$ cat config.mk
export PLATFORM = sky130hd
export DESIGN_NAME = jk_excitation_driver
export DESIGN_NICKNAME = d
export VERILOG_FILES = /design/src/rtl/ff_pkg.sv /design/src/rtl/ff_excite_lut.sv /design/src/rtl/jk_excitation_driver.sv
export SDC_FILE = /design/constraint.sdc
export NUM_CORES = 1
export LEC_CHECK = 0
export ABC_AREA = 1
export CAP_MARGIN = 5
export CORE_ASPECT_RATIO = 1.2
export CORE_UTILIZATION = 41
export CTS_BUF_LIST = sky130_fd_sc_hd__clkbuf_8
export CTS_CLUSTER_SIZE = 25
export DETAILED_ROUTE_END_ITERATION = 8
export PLACE_DENSITY = 0.79
export SLEW_MARGIN = 5
export SYNTH_ARGS = -nofsm -noshare
export SYNTH_HDL_FRONTEND = slang
export SYNTH_SLANG_ARGS = --single-unit
$ cat constraint.sdc
create_clock -name clk -period 1.8 [get_ports clk]
set_clock_uncertainty 0.15 [all_clocks]
set_input_delay 0.18 -clock clk [delete_from_list [all_inputs] [get_ports clk]]
set_output_delay 0.18 -clock clk [all_outputs]
set_load 0.02 [all_outputs]
$ cat src/rtl/ff_pkg.sv
// Shared types and excitation constants for the flip-flop excitation driver.
package ff_pkg;

   typedef enum logic [1:0] {
      IDLE  = 2'b00,
      DRIVE = 2'b01,
      CHECK = 2'b10
   } ff_state_t;

   localparam logic [1:0] JK_HOLD = 2'b00;
   localparam logic [1:0] JK_SET  = 2'b10;
   localparam logic [1:0] JK_RST  = 2'b01;
   localparam logic [1:0] JK_TGL  = 2'b11;

   localparam logic [1:0] SR_HOLD = 2'b00;
   localparam logic [1:0] SR_SET  = 2'b10;
   localparam logic [1:0] SR_RST  = 2'b01;

endpackage

$ cat src/rtl/ff_excite_lut.sv
// Excitation table: current Q and desired Q to JK and SR pairs.
// Build option JK_TOGGLE_EN drives JK=11 on every state change.
module ff_excite_lut
   import ff_pkg::*;
(
   input  logic       cur,
   input  logic       exp,
   output logic [1:0] JK,
   output logic [1:0] SR
);

   // Table lookup; SR never produces the forbidden 11 code.
   always_comb begin
      JK = JK_HOLD;
      SR = SR_HOLD;
      case ({cur, exp})
         2'b00: begin
            JK = JK_HOLD;
            SR = SR_HOLD;
         end
         2'b01: begin
`ifdef JK_TOGGLE_EN
            JK = JK_TGL;
`else
            JK = JK_SET;
`endif
            SR = SR_SET;
         end
         2'b10: begin
`ifdef JK_TOGGLE_EN
            JK = JK_TGL;
`else
            JK = JK_RST;
`endif
            SR = SR_RST;
         end
         2'b11: begin
            JK = JK_HOLD;
            SR = SR_HOLD;
         end
         default: begin
            JK = JK_HOLD;
            SR = SR_HOLD;
         end
      endcase
   end

endmodule

$ cat src/rtl/jk_excitation_driver.sv
// Drives a target flip-flop toward each requested Q, checks the readback,
// and counts mismatches. Optional JK_TOGGLE_EN selects toggle excitation.
module jk_excitation_driver
   import ff_pkg::*;
#(
   parameter int CNT_W = 8
) (
   input  logic             clk,
   input  logic             rst,
   input  logic             tgt_valid,
   input  logic             tgt_q,
   output logic             tgt_ready,
   output logic [1:0]       JK,
   output logic [1:0]       SR,
   input  logic             q_fb,
   output logic             err,
   output logic [CNT_W-1:0] mis_cnt,
   output logic             busy
);

   localparam logic [CNT_W-1:0] CNT_MAX = {CNT_W{1'b1}};
   localparam logic [CNT_W-1:0] CNT_ONE = {{(CNT_W-1){1'b0}}, 1'b1};

   ff_state_t        r_state;
   logic [1:0]       r_jk;
   logic [1:0]       r_sr;
   logic             r_tgt_ready;
   logic             r_err;
   logic [CNT_W-1:0] r_mis_cnt;
   logic             r_busy;
   logic             r_exp_q;

   logic [1:0]       w_jk;
   logic [1:0]       w_sr;

   // Excitation is looked up from the live feedback so it can be registered at accept.
   ff_excite_lut u_lut (
      .cur (q_fb),
      .exp (tgt_q),
      .JK  (w_jk),
      .SR  (w_sr)
   );

   // Step sequencer: accept, drive for one cycle, then check readback.
   always_ff @(posedge clk) begin
      if (rst) begin
         r_state     <= IDLE;
         r_jk        <= JK_HOLD;
         r_sr        <= SR_HOLD;
         r_tgt_ready <= 1'b1;
         r_err       <= 1'b0;
         r_mis_cnt   <= {CNT_W{1'b0}};
         r_busy      <= 1'b0;
         r_exp_q     <= 1'b0;
      end else begin
         r_err <= 1'b0;
         case (r_state)
            IDLE: begin
               if (tgt_valid && r_tgt_ready) begin
                  r_exp_q     <= tgt_q;
                  r_jk        <= w_jk;
                  r_sr        <= w_sr;
                  r_tgt_ready <= 1'b0;
                  r_busy      <= 1'b1;
                  r_state     <= DRIVE;
               end else begin
                  r_state <= IDLE;
               end
            end
            DRIVE: begin
               r_jk    <= JK_HOLD;
               r_sr    <= SR_HOLD;
               r_state <= CHECK;
            end
            CHECK: begin
               // The target registered the excitation on the previous edge.
               if (q_fb != r_exp_q) begin
                  r_err <= 1'b1;
                  if (r_mis_cnt != CNT_MAX) begin
                     r_mis_cnt <= r_mis_cnt + CNT_ONE;
                  end else begin
                     r_mis_cnt <= r_mis_cnt;
                  end
               end else begin
                  r_err <= 1'b0;
               end
               r_tgt_ready <= 1'b1;
               r_busy      <= 1'b0;
               r_state     <= IDLE;
            end
            default: begin
               r_state     <= IDLE;
               r_jk        <= JK_HOLD;
               r_sr        <= SR_HOLD;
               r_tgt_ready <= 1'b1;
               r_busy      <= 1'b0;
            end
         endcase
      end
   end

   assign tgt_ready = r_tgt_ready;
   assign JK        = r_jk;
   assign SR        = r_sr;
   assign err       = r_err;
   assign mis_cnt   = r_mis_cnt;
   assign busy      = r_busy;

endmodule
==> impl_metrics.toml <==
[setup_path]
r2r_end = "mis_cnt[3]"
crit_type = "reg -> out"
cp.required_ns = 1.47
cp_cell_sequence = "clkdlybuf4s50_1"
r2r-start = "mis_cnt[0]"
slowest_stage = "clkdlybuf4s50_1"
reg2reg_slack_ns = 0.28
crit_buf_inv = 1
critical-path-max-stage-delay_ns = 0.67
critPathTopFamily = "buffers and inverters"
endpoint_kind = "primary output"
arrival_ns = 1.39
start_kind = "flop"
reg2regPathDepth = 7
worstPathMaxFanout = 6

[floorplan]
die_area_um2 = 2220
die_w_um = 43.2
fp.coreArea_um2 = 1870
dieHeight_um = 51.4
pin_count = 20
initial_core_util_pct = 44.5
rows = 17

[clock_tree]
worstSkewPairLatency_ns = 0.25
cts_made_buffers = 3
clk_pin_slew_ns = 0.06
cts_buffer_depth = 2
cts_tree = "done"
cts_sinks = 16
root_buffer = "clkbuf_8"
h-tree-depth = 1
postCtsHoldBufs = 0
cts_resized = 0
post_cts_buffers = 0

[sta]
tightest_slew_ns = 0.268
fin_crit_ns = 1.72
rsz0062_at_grt = "no"
fin_ws_ns = 0.0774
drv_slew = 0
timing.fmax_mhz = 581
slew_headroom_pct = 82.1
hold_viol_final = 0
fin_tns_setup_ns = 0
setup_viol = 0
period_share_pct = 95.7

[pwr]
power.total_mw = 0.809
leakagePower_nw = 0.399
peakVddDrop_uv = 414
p_per_area_nw_per_um2 = 742

[worst_hold_path]
worstHoldStart = "busy"
hold_path_end = "busy"
hp-class = "reg -> reg"
hold_path_depth = 2

[job]
maxCapViolations = 0

[synth]
yosys.area.top_type = "dfxtp_1"
synth_cell_type_count = 25
synth-seq-area-share_pct = 38.4
syn-num-nets = 123
synth_cells = 117
ys_top_cells_by_count = "32 x nand2_1, 16 x dfxtp_1, 16 x nor2_1"
synth_top_area_share_pct = 38.4
synth_most_common_cell = "nand2_1"
synth.avg_cell_area_um2 = 7.12
synth-seq-cells = 16
synthFlopType = "dfxtp_1"
syn_area_um2 = 833
synth-edff-count = 0
ys_warn_count = 0
async_flop_share_pct = 0
synth.area.top_cells = "dfxtp_1 38%, nand2_1 14%, nor2_1 7.2%, a21oi_2 5.3%, inv_1 4.1%"

[final_layout]
seq_area_um2 = 320
drive_above_1_share_pct = 17.4
finalInstanceArea_um2 = 1090
area_growth_pct = 30.9
antenna_cells = 0
fillerInstances = 178
multi_input_area_um2 = 434
fin_nets = 145

[global_route]
overflow = 0
grt_use_met3_pct = 4.24
met1_usage_pct = 17.0
grtUsageMet2_pct = 30.8
busiest_layer = "met2"
grt_pass1_vias = 678
antenna_found_initial = 0
grt.total_usage_pct = 17.0
grt_first_pass_wirelength_um = 2770
grt_start_max_net_pins = 10

[placement]
place_hpwl_um = 1290
pre_cts_ws_ns = 0.216
finalWeightedCongestion = 0.810
placed_cell_area_um2 = 1040
io_buffers = 19

[routing]
vias = 773
drc_errors = 0
ant_nets = 0
drt-initial-drc-count = 12
routed_wl_um = 1710
routed_via_density = 4.92
dr.pass1.iters = 4
routedWlPerCell_um = 10.9

[outcome]
status = "complete, no violations"
cells by family (layout without fill, tap and decap cells):
logic type      count (synthesis)  after routing  share of synthesized area (%)
buf+inv                        19             40                           9.46
compound gates                 13             13                           10.5
fa+ha+maj                       1              1                           1.50
xor+xnor                        1              1                           1.05
flops                          16             16                           38.4
simple gates                   67             67                           39.0
power breakdown:
group          total [mW]  switching (mW)  internal, mW
registers           0.380          0.0106         0.370
clock network       0.322           0.128         0.194
logic               0.107          0.0601        0.0465
total               0.809           0.199         0.611
flip-flops by register name (all words and copies together), names as in the netlist:
signal	flops
r_state	2
r_exp_q	1
tgt_ready	1
busy	1
SR	2
err	1
mis_cnt	8
stage by stage:
stage,util [%],hold slack (ns),std cells
floorplan,-,0.114,117
global placement,55.3,0.302,153
detailed placement,55.3,0.313,153
CTS,58.3,0.323,157
global route,58.3,0.346,157
finish,58.3,0.316,157
how the worst max path moves through the flow:
stage / startpoint / slack, ns / cells after the start / to
after detailed placement: q_fb / 0.22 / 7 / mis_cnt[3]
after CTS: mis_cnt[3] / 0.08 / 1 / mis_cnt[3]
after global placement: q_fb / 0.22 / 7 / mis_cnt[5]
after floorplan: mis_cnt[1] / 0.28 / 7 / mis_cnt[3]
after global routing: mis_cnt[3] / 0.04 / 1 / mis_cnt[3]
final: mis_cnt[3] / 0.08 / 1 / mis_cnt[3]
layout by cell type (no fill, tap or decap), types with 2 or more instances in the layout:
| master | Yosys | final |
|---|---|---|
| nand2_1 | 32 | 32 |
| clkdlybuf4s50_1 | 0 | 19 |
| dfxtp_1 | 16 | 16 |
| nor2_1 | 16 | 16 |
| inv_1 | 9 | 9 |
| nand3_1 | 5 | 5 |
| a21oi_2 | 5 | 5 |
| inv_2 | 4 | 4 |
| nand2_2 | 4 | 4 |
| clkbuf_8 | 0 | 4 |
| clkinv_1 | 3 | 3 |
| a21oi_1 | 3 | 3 |
| nand4_1 | 2 | 2 |
| nor2_4 | 2 | 2 |
| o21ai_0 | 2 | 2 |
| nand3b_1 | 2 | 2 |
layer usage:
layer / wire [um] / share of wire [%]
met4: 46 / 2.7
met2: 873 / 51
met3: 104 / 6.1
met1: 689 / 40
met5: 0 / 0
cell type report:
type	count	area share [%]
Clock buffer	4	5.05
Inverter	16	5.50
Timing Repair Buffer	20	18.1
Multi-Input combinational cell	82	39.8
Tap cell	19	2.18
Sequential cell	16	29.4
(Power assumes the default switching activity.)
